File: src/rtl/muldiv_unit.sv
// Iterative RV32M multiply/divide unit: one shift-add or restoring-subtract step per cycle
// on operand magnitudes, sign-corrected on the final step; valid/ready on both sides.
module muldiv_unit #(
    parameter int unsigned XLEN = 32
) (
    input  logic            clk,
    input  logic            rst_n,
    input  logic            in_valid,
    output logic            in_ready,
    input  logic [2:0]      funct3,
    input  logic [XLEN-1:0] op_a,
    input  logic [XLEN-1:0] op_b,
    input  logic [4:0]      rd_in,
    input  logic            flush,
    output logic            out_valid,
    input  logic            out_ready,
    output logic [XLEN-1:0] result,
    output logic [4:0]      rd_out,
    output logic            busy
);

    localparam int unsigned CW = $clog2(XLEN);

    typedef enum logic [1:0] {
        IDLE = 2'd0,
        CALC = 2'd1,
        DONE = 2'd2
    } state_t;

    state_t state, state_n;

    logic [2:0]        op_r;
    logic              neg_x, neg_a;
    logic [XLEN-1:0]   addend, hi, lo, hi_n, lo_n;
    logic [CW-1:0]     counter;
    logic              last, accept, special;
    logic              sign_a, sign_b, a_neg, b_neg, b_zero, ovf;
    logic [XLEN-1:0]   mag_a, mag_b, special_res, final_res;
    logic [XLEN:0]     sum, shifted;
    logic [XLEN-1:0]   diff;
    logic              ge;
    logic [2*XLEN-1:0] prod, prod_s;
    logic [XLEN-1:0]   quo_s, rem_s;

    // Operand decode on the request side
    always_comb begin
        sign_a      = (funct3 == 3'b001) | (funct3 == 3'b010) |
                      (funct3 == 3'b100) | (funct3 == 3'b110);
        sign_b      = (funct3 == 3'b001) | (funct3 == 3'b100) | (funct3 == 3'b110);
        a_neg       = sign_a & op_a[XLEN-1];
        b_neg       = sign_b & op_b[XLEN-1];
        mag_a       = a_neg ? -op_a : op_a;
        mag_b       = b_neg ? -op_b : op_b;
        b_zero      = (op_b == '0);
        ovf         = ~funct3[0] & (op_a == {1'b1, {(XLEN-1){1'b0}}}) & (op_b == '1);
        special     = funct3[2] & (b_zero | ovf);
        special_res = b_zero ? (funct3[1] ? op_a : '1) : (funct3[1] ? '0 : op_a);
        accept      = in_valid & in_ready & ~flush;
        last        = (counter == CW'(XLEN-1));
    end

    always_ff @(posedge clk or negedge rst_n) begin
        if (!rst_n) begin
            state <= IDLE;
        end else begin
            state <= state_n;
        end
    end

    always_comb begin
        state_n   = state;
        in_ready  = 1'b0;
        out_valid = 1'b0;
        busy      = 1'b0;
        case (state)
            IDLE: begin
                in_ready = 1'b1;
                if (in_valid) state_n = special ? DONE : CALC;
            end
            CALC: begin
                busy = 1'b1;
                if (last) state_n = DONE;
            end
            DONE: begin
                busy      = 1'b1;
                out_valid = 1'b1;
                if (out_ready) state_n = IDLE;
            end
            default: state_n = IDLE;
        endcase
        if (flush) state_n = IDLE;
    end

    // hi:lo is the product for multiplies and remainder:quotient for divides
    always_comb begin
        sum     = {1'b0, hi} + (lo[0] ? {1'b0, addend} : '0);
        shifted = {hi, lo[XLEN-1]};
        ge      = (shifted >= {1'b0, addend});
        diff    = shifted[XLEN-1:0] - addend;
        if (op_r[2]) begin
            hi_n = ge ? diff : shifted[XLEN-1:0];
            lo_n = {lo[XLEN-2:0], ge};
        end else begin
            hi_n = sum[XLEN:1];
            lo_n = {sum[0], lo[XLEN-1:1]};
        end
        prod   = {hi_n, lo_n};
        prod_s = neg_x ? -prod : prod;
        quo_s  = neg_x ? -lo_n : lo_n;
        rem_s  = neg_a ? -hi_n : hi_n;
        case (op_r)
            3'b000:                 final_res = prod_s[XLEN-1:0];
            3'b001, 3'b010, 3'b011: final_res = prod_s[2*XLEN-1:XLEN];
            3'b100, 3'b101:         final_res = quo_s;
            default:                final_res = rem_s;
        endcase
    end

    always_ff @(posedge clk or negedge rst_n) begin
        if (!rst_n) begin
            op_r    <= '0;
            rd_out  <= '0;
            neg_x   <= 1'b0;
            neg_a   <= 1'b0;
            addend  <= '0;
            hi      <= '0;
            lo      <= '0;
            counter <= '0;
            result  <= '0;
        end else if (accept) begin
            op_r    <= funct3;
            rd_out  <= rd_in;
            neg_x   <= a_neg ^ b_neg;
            neg_a   <= a_neg;
            addend  <= funct3[2] ? mag_b : mag_a;
            hi      <= '0;
            lo      <= funct3[2] ? mag_a : mag_b;
            counter <= '0;
            if (special) result <= special_res;
        end else if (state == CALC && !flush) begin
            hi      <= hi_n;
            lo      <= lo_n;
            counter <= counter + CW'(1);
            if (last) result <= final_res;
        end
    end

endmodule

File: config.mk
export PLATFORM = sky130hd
export DESIGN_NAME = muldiv_unit
export DESIGN_NICKNAME = d
export VERILOG_FILES = /design/src/rtl/muldiv_unit.sv
export SDC_FILE = /design/constraint.sdc
export NUM_CORES = 1
export LEC_CHECK = 0
export CORE_ASPECT_RATIO = 1.75
export CORE_MARGIN = 2
export CORE_UTILIZATION = 25
export DETAILED_ROUTE_END_ITERATION = 10
export HOLD_SLACK_MARGIN = 0.08
export PLACE_DENSITY = 0.4
export SKIP_LAST_GASP = 1
export SYNTH_ARGS = -nofsm -noshare
export SYNTH_HDL_FRONTEND = slang
export SYNTH_SLANG_ARGS = --single-unit
File: constraint.sdc
create_clock -name clk -period 5.2 [get_ports clk]
set_input_delay 1.3 -clock clk [delete_from_list [all_inputs] [get_ports clk]]
set_output_delay 1.3 -clock clk [all_outputs]
set_load 0.02 [all_outputs]
# --- Word level (Yosys, flattened, before mapping) ---
# Cells that the tools add are included.
classes:
  eq_ne: 18
  div_mod_pow: 0
  mul: 0
  n_addsub: 8
  shifts: 0
  reduce_logical: 12
  n_mux: 34
  magnitude_cmp: 1
  n_bitwise: 16
op_table:
  columns: ["op", "n"]
  rows:
  - ["$mux 32", 21]
  - ["$neg 32->32", 4]
  - ["$pmux 32 s3", 1]
  - ["$eq 32x32->1 const B", 2]
  - ["$mux 64", 1]
  - ["$neg 64->64", 1]
  - ["$add 32x32->33", 1]
  - ["$ge 33x32->1", 1]
  - ["$logic_not 32->1", 1]
  - ["$sub 32x32->32", 1]
  - ["$eq 3x3->1 const B", 4]
  - ["$mux 2", 5]
  - ["$mux 5", 2]
  - ["$eq 3x2->1 const B", 3]
  - ["$ne 3x3->1 const B", 3]
  - ["$and 1x1->1", 7]
  - ["$eq 3x1->1 const B", 2]
  - ["$or 1x1->1", 6]
  - ["$pmux 2 s3", 1]
  - ["$reduce_and 3->1", 2]
  - ["$add 5x1->5 const B", 1]
  - ["$eq 5x5->1 const B", 1]
  - ["$reduce_bool 2->1", 2]
  - ["$reduce_or 2->1", 2]
  - ["other kinds (11)", 14]
word_totals:
  output_inout_bits: 40
  n_memories: 0
  wordCells: 99
  in_bits: 77
  mem_bits_ro: 0
  ram_bits: 0
  ff_bits: 145
  latch_bits: 0

# --- Logic depth before layout (Yosys ltp) ---
# Gate-level depths: netlist of run 1.
depth:
  word_depth: 9
  ltp_mapped: 24
  depth_no_buf: 20

# --- Least setup slack after synthesis of run 1 ---
# Ideal clock, no wire load.
synth_timing:
  path_type: "register to register"
  start: "register op_r[2]"
  end: "register result[24]"
  setup_time_ps: 142
  period_less_slack_ps: 4934
  n_path_buf: 11
  t_required_ps: 5058
  stages_incl_launch_ff: 22
  setup_slack_ps: 266
  t_arrival_ps: 4792
  cell_sequence: "dfrtp_1 buf_2 buf_2 buf_2 buf_2 buf_2 buf_2 buf_2 buf_2 buf_2 buf_2 nand2_1 o21ai_0 ha_1 nand2_1 or3_1 or3_1 clkbuf_1 o31ai_1 xor2_1 a221oi_1 o221ai_1"
synth_between:
  elab_chain_cells: 7
  word_cells_on_any_way: 20
  classes_between: "add/sub: 3; eq/ne: 5; mux: 9; reduce/logical: 3"
synth_lines:
  columns: ["element", "line_no", "text"]
  rows:
  - ["start: declaration", "32", "logic [2:0] op_r;"]
  - ["start signal: assignment", "131", "op_r <= funct3;"]
  - ["$mux 32", "100", "if (op_r[2]) begin"]
  - ["$neg 64->64 (tied with other cells)", "108", "prod_s = neg_x ? -prod : prod;"]
  - ["$mux 64 (tied with other cells)", "108", null]
  - ["$pmux 32 s3 (*)", "111", "case (op_r)"]
  - ["$mux 32 (*)", "144", "if (last) result <= final_res;"]
  - ["$mux 32 (*)", "140", "end else if (state == CALC && !flush) begin"]
  - ["$mux 32 (*)", "130", "end else if (accept) begin"]
  - ["end signal: assignment", "139", "if (special) result <= special_res;"]
  - ["end signal: assignment", "144", null]
  - ["end: declaration", "17", "output logic [XLEN-1:0] result,"]
# Every way passes the cells marked *; elsewhere a longest branch is shown, timed or not. The select of a mux whose other input is x is not followed.
# A chain may end at the register's enable or synchronous reset.

# --- Worst setup path after layout of run 1 ---
layout_timing:
  start: "register addend[19]"
  end: "register result[31]"
layout_between:
  elab_chain_cells: 9
  word_cells_on_any_way: 17
  classes_between: "add/sub: 5; order compare: 1; mux: 11"
layout_lines:
  columns: ["element", "line_no", "text"]
  rows:
  - ["start: declaration", "34", "logic [XLEN-1:0] addend, hi, lo, hi_n, lo_n;"]
  - ["start signal: assignment", "135", "addend <= funct3[2] ? mag_b : mag_a;"]
  - ["$mux 32 (tied with other cells)", "96", "sum = {1'b0, hi} + (lo[0] ? {1'b0, addend} : '0);"]
  - ["$add 32x32->33 or $mux 32 (tied branches)", "96, 101", null]
  - ["$mux 32", "100", null]
  - ["$neg 64->64 or $neg 32->32 (tied branches)", "108, 110", null]
  - ["$mux 64 or $mux 32 (tied branches)", "108, 110", null]
  - ["$pmux 32 s3 (*)", "111", null]
  - ["$mux 32 (*)", "144", null]
  - ["$mux 32 (*)", "140", null]
  - ["$mux 32 (*)", "130", null]
# Marked as above.

==> reports/metrics.yaml, run 1 <==
crit_path_start: "addend[19]"
cts_hold_repair.buffers: 0
ir_worst_vdd_v: 0.000323
fin_crit_ns: 4.99
post_route_cells_drive_above_1_share_pct: 18.1
io_pins: 117
total_power_mw: 17.3
seq_area_frac_synth_pct: 22.1
dp_slack_ns: 0.0377
fmax_mhz: 201
drc: 0
final.setup.worst_slack_ns: 0.214
synth-xor-area-share_pct: 8.33
slew_headroom_pct: 37.3
grtUsageTotal_pct: 26.0
routed_via_density: 5.52
antenna_left: 0
syn_inst: 2175
cts_tree: "built"
period_share_pct: 95.9
outcome: "complete, no violations"
cp.arrival_ns: 5.34
yosysWarningCount: 0
synthFlopType: "dfrtp_1"
critPathCaptureType: "register"
drtPass1Iterations: 5
yosys_register_bits: 145
fillers: 7082
synthMuxAreaShare_pct: 3.29
fp-row-count: 124
min_from: "rd_out[1]"
dpl_cell_area_um2: 20400
slowest_delay_ns: 0.43
setup_viol: 0
p_leak_nw: 8.76
finClkSkew_ns: 0.0152
worstPathRequired_ns: 5.55
hold_violations: 0
grt_antenna_before_repair: 0
path_max_fanout: 10
core_um2: 65200
worst-path-buf-inv: 5
htree_levels: 4
grt_overflow: 0
cts_inserted_buffers: 17
worstMarginPinSlew_ns: 0.941
synth_area_um2: 16400
dp_hpwl_um: 72700
synthArstFlopShare_pct: 100
die_area_um2: 67800
first_iter_violations: 1217
cts.path.max_buffers: 2
yosysUniqueCellTypes: 109
path_class: "register to register"
die_h_um: 343
dr_total_vias: 18300
cp_slowest_cell: "a2111oi_0"
clk_pin_slew_ns: 0.08
io_buffers: 116
crit_chain: "inv_1 > ha_1 > and4_1 > nand2_1 > a2111oi_4 > a21o_4 > buf_4 > nand2_2 > buf_4 > a2111oi_0 > a211oi_1 > buf_4 > nor4_4 > nand2_1 > a22o_1 > a21oi_1 > buf_4 > o2111ai_1 > o31a_1"
synth_compound_area_share_pct: 30.4
synth_top_family_by_area: "compound AO/OA/AOI/OAI gates"
clkLatencyLatePin_ns: 0.47
grt_pass1_wl_um: 128000
syn_area_per_cell_um2: 7.55
grt_max_degree: 109
cts-root-buf: "clkbuf_16"
start_util_pct: 25.2
drv_slew: 0
yosys.area_share.simple_pct: 22.9
grt_pass1_vias: 18900
syn-num-nets: 2328
fp.dieW_um: 198
routed_wl_um: 88000
cts_sinks: 145
place.gp.congestion: 0.969
drv_cap: 0
synth_edf_count: 0
hold_path.class: "register to register"
crit_family: "compound AO/OA/AOI/OAI gates"
worstSetupStartpointType: "register"
areaGrowthSynthToFinish_pct: 28.7
r2r_start: "addend[19]"
crit_path_frequent_cell: "buf_4"
p_per_area_nw_per_um2: 819
synth_fa_ha_area_share_pct: 7.41
nets: 2628
wl_per_cell_um: 26.6
final_area_um2: 21100
[what timing repair did]
item | 4_1_cts | 5_1_grt
gates resized for setup | 0 | 19
buffers inserted | 0 | 2
setup endpoints to repair | 0 | 20
[area by class of cell]
cell class | count | area, µm² | share of cell area [%]
multi-input cells | 1813 | 12000 | 56.8
flip-flops and latches | 145 | 3630 | 17.2
repair buffers | 418 | 3570 | 16.9
well taps | 819 | 1020 | 4.85
clock buffers | 17 | 425 | 2.01
inverters | 80 | 300 | 1.42
clock inverters | 15 | 166 | 0.788
diodes | 1 | 2.50 | 0.0118
[cells in the mapped netlist, drive strengths merged, types with 5 or more instances]
library cell / number / area share [%]
a2111oi: 6 / 0.55
a211oi: 21 / 1.1
a21o: 29 / 1.4
a21oi: 175 / 5.4
a221o: 10 / 0.61
a221oi: 23 / 1.4
a22o: 21 / 1.1
a22oi: 8 / 0.37
a311o: 5 / 0.30
a311oi: 9 / 0.85
a31o: 7 / 0.37
a31oi: 20 / 0.76
and2: 17 / 0.65
and3: 23 / 0.88
buf: 42 / 1.5
clkbuf: 95 / 2.2
dfrtp: 145 / 22
ha: 74 / 5.6
inv: 80 / 1.8
maj3: 25 / 1.5
mux2: 8 / 0.55
mux2i: 45 / 2.7
nand2: 296 / 6.8
nand2b: 20 / 0.76
nand3: 47 / 1.5
nand4: 33 / 1.4
nor2: 192 / 4.5
nor2b: 14 / 0.53
nor3: 41 / 1.4
nor4: 23 / 1.2
o2111ai: 6 / 0.32
o211ai: 33 / 1.5
o21a: 8 / 0.37
o21ai: 210 / 6.4
o21bai: 8 / 0.37
o221ai: 39 / 2.2
o22ai: 9 / 0.42
o31a: 6 / 0.32
o31ai: 32 / 1.6
o41ai: 15 / 0.98
or2: 12 / 0.46
or3: 23 / 0.91
or4: 8 / 0.41
xnor2: 93 / 5.0
xor2: 63 / 3.4
[worst paths after layout]
| path | endpoint | depth (start not counted) | slack (ns) |
|---|---|---|---|
| max reg2reg | result[31] | 19 | 0.21 |
| min | rd_out[1] | 2 | 0.48 |
| min reg2reg | rd_out[1] | 2 | 0.48 |
| min in group asynchronous | hi[25] | 1 | 0.81 |
| max in group asynchronous | lo[10] | 2 | 3.42 |
| max | result[31] | 19 | 0.21 |
[state kept, by name, indices dropped and copies added, names as in the netlist]
| name | cells |
|---|---|
| state | 2 |
| op_r | 3 |
| rd_out | 5 |
| neg_a | 1 |
| result | 32 |
| counter | 5 |
| neg_x | 1 |
| hi | 32 |
| lo | 32 |
| addend | 32 |
[report_power, final]
part / switching (mW) / internal [mW]
Combinational: 8.49 / 5.57
Sequential: 0.431 / 1.51
Clock: 0.651 / 0.645
[cell usage in the layout (no fill, tap or decap), types with 33 or more instances in the layout]
| master | instances |
|---|---|
| o211ai_1 | 33 |
| ha_1 | 73 |
| inv_1 | 77 |
| mux2i_1 | 45 |
| nor2_1 | 188 |
| a21oi_1 | 170 |
| clkdlybuf4s50_1 | 114 |
| nor3_1 | 34 |
| nand3_1 | 44 |
| o221ai_1 | 38 |
| xnor2_1 | 93 |
| nand2_1 | 292 |
| o21ai_0 | 191 |
| dfrtp_1 | 144 |
| buf_4 | 291 |
| xor2_1 | 63 |
[worst register-to-register path, stage by stage (launching register included)]
cell and delay [ns]:
dfrtp_1 0.39, inv_1 0.09, ha_1 0.41, and4_1 0.33, nand2_1 0.14, a2111oi_4 0.30, a21o_4 0.16, buf_4 0.18
nand2_2 0.21, buf_4 0.26, a2111oi_0 0.43, a211oi_1 0.11, buf_4 0.16, nor4_4 0.38, nand2_1 0.14, a22o_1 0.26
a21oi_1 0.23, buf_4 0.16, o2111ai_1 0.22, o31a_1 0.32
[logic make-up (layout without fill, tap and decap cells)]
logic type	Yosys count	in the layout
compound gates	730	730
xor+xnor	156	156
flops	145	145
mux	53	53
simple gates	773	773
other cells	0	1
fa+ha+maj	101	101
buf+inv	217	530
[through the flow]
stage	TNS (ns)	utilization [%]	hold WS [ns]	instances
final	0	32.4	0.482	3308
after global routing	-0.0216	32.4	0.515	3307
after detailed placement	0	31.4	0.467	3273
after floorplan	0	-	0.450	2175
after global placement	-0.00980	31.4	0.467	3273
after CTS	0	32.3	0.492	3305
[layer usage]
| layer | global-route usage [%] | share of wire (%) | vias to the layer above |
|---|---|---|---|
| li1 | - | - | 8612 |
| met1 | 25.0 | 34 | 8853 |
| met2 | 49.6 | 53 | 576 |
| met3 | 2.32 | 3.0 | 218 |
| met4 | 21.8 | 9.8 | 0 |
| met5 | 0 | 0 | - |
Note: power is estimated with default switching activity, not from simulation.
==> run 2, diff against run 1 <==
CTS_BUF_LIST = sky130_fd_sc_hd__clkbuf_2   (was not set)
==> run 2 against run 1 <==
Critical path depth is 1 higher; flip-flop and latch count is the same; maximum frequency up 0.13%; sequential power about the same; combinational power barely moved; wire length about the same; clock power down 42%; power is 2.7% lower; register-to-register slack about the same; highest routed layer unchanged.
==> reports/metrics.yaml, run 2 (synthesis gave the netlist of run 1 again) <==
first_iter_violations: 1189
period_share_pct: 95.8
rr_worst_depth: 20
nets: 2630
start_util_pct: 25.2
cp.arrival_ns: 5.82
finClkSkew_ns: 0.0666
cts.path.max_buffers: 2
drv_cap: 0
grt_overflow: 0
fmax_mhz: 201
grt_pass1_wl_um: 127000
r2r_slack_ns: 0.22
sw_frac_of_total_pct: 56.7
grtUsageTotal_pct: 26.0
cts_inserted_buffers: 17
grt_pass1_vias: 18900
slowest_delay_ns: 0.47
hold_path.class: "input port to async pin"
clkLatencyLatePin_ns: 0.94
routed_via_density: 5.52
outcome: "complete, no violations"
total_power_mw: 16.8
placed_cells: 3273
routed_wl_um: 88000
post_route_cells_drive_above_1_share_pct: 18.3
wl_per_cell_um: 26.6
final_area_um2: 20800
final.setup.worst_slack_ns: 0.220
htree_levels: 4
drtPass1Iterations: 6
slew_headroom_pct: 36.5
dr_total_vias: 18300
dp_slack_ns: 0.0377
combPwrFrac_pct: 84.0
fin_cells: 3310
layout_common_cells: "buf_4, nand2_1, o21ai_0"
p_switching_mw: 9.55
dpl_cell_area_um2: 20400
areaGrowthSynthToFinish_pct: 26.9
worstMarginPinSlew_ns: 0.953
pwr-share-clk_pct: 4.5
crit_chain: "inv_1 > ha_1 > nand4_2 > nor3_2 > buf_4 > nand3_1 > a211oi_2 > or2_1 > buf_12 > nor2_8 > buf_12 > a311oi_2 > and4b_1 > buf_4 > nand2_1 > a22o_1 > a21oi_1 > buf_4 > o2111ai_1 > o31a_1"
dp_hpwl_um: 72700
cts-root-buf: "clkbuf_2"
fp.dieW_um: 198
worstSetupStartpointType: "register"
p_per_area_nw_per_um2: 808
place.gp.congestion: 0.969
r2r_start: "addend[16]"
p_leak_nw: 8.63
fin_crit_ns: 4.98
path_max_fanout: 8
cp_slowest_cell: "and4b_1"
drv_slew: 0
core_um2: 65200
crit_path_frequent_cell: "buf_4"
grt_antenna_before_repair: 1
antenna_left: 0
seq_power_share_pct: 11.5
grt_max_degree: 109
die_area_um2: 67800
io_pins: 117
critPathCaptureType: "register"
holdWs_ns: 0.317
die_h_um: 343
cts_tree: "built"
rr_endpoint: "result[31]"
cts_hold_repair.buffers: 0
grt_setup_unrepaired: "true"
setup_viol: 0
p_int_mw: 7.28
ir_worst_vdd_v: 0.000327
io_buffers: 116
hold_violations: 0
clk_pin_slew_ns: 0.28
fp-row-count: 124
final_common_cell: "buf_4"
drc: 0
worstPathRequired_ns: 6.04
cts_sinks: 145
path_class: "register to register"
-- run 2: worst max path at each step --
stage / startpoint / end / cells after the start
floorplan: op_r[2] / result[24] / 21
global placement: addend[16] / result[12] / 21
detailed placement: addend[16] / result[12] / 21
CTS: lo[0] / result[24] / 18
global route: addend[20] / result[14] / 22
finish: addend[16] / result[31] / 20
-- run 2: per-stage QoR --
step	util, %	setup TNS (ns)
3_5_place_dp	31.4	0
6_report	32.0	0
3_3_place_gp	31.4	-0.00980
2_1_floorplan	-	0
4_1_cts	31.8	0
5_1_grt	32.0	-0.111
-- run 2: repair_timing --
item / 4_1_cts / 5_1_grt
setup endpoints to repair: 2 / 21
resized for setup: 2 / 24
buffers inserted: 0 / 4
endpoints found under the hold margin: 0 / 0
pin swaps: 0 / 6
-- run 2: cell type report --
| cell class | count | area [µm²] |
|---|---|---|
| timing repair buffer | 420 | 3580 |
| multi-input combinational | 1813 | 12000 |
| tap | 819 | 1020 |
| clock inverter | 15 | 166 |
| sequential | 145 | 3630 |
| antenna | 1 | 2.50 |
| clock buffer | 17 | 85.1 |
| fill | 7119 | 44300 |
| inverter | 80 | 300 |
-- run 2: power groups by stage --
stage	Clock, mW	Combinational, mW	Sequential (mW)
after floorplan	0	7.28	1.81
after global placement	0	13.8	1.95
after detailed placement	0	13.7	1.96
after CTS	0.784	13.8	1.94
after global routing	0.820	14.9	1.99
final	0.755	14.1	1.94
-- run 2: per-layer routing --
metal  global-route usage (%)  routed length [µm]  vias to the layer above
met2                     49.5               46700                      574
met4                     22.0                8610                        0
met3                     2.34                2730                      235
li1                         -                   -                     8609
met5                        0                   0                        -
met1                     24.9               30000                     8859
-- run 2: worst max-delay path, delay by kind of cell, from the launching register on --
family          cells  cell delay, ns
buf+inv             6            0.97
compound gates      6            1.66
simple gates        7            1.40
fa+ha+maj           1            0.44
flops               1            0.43
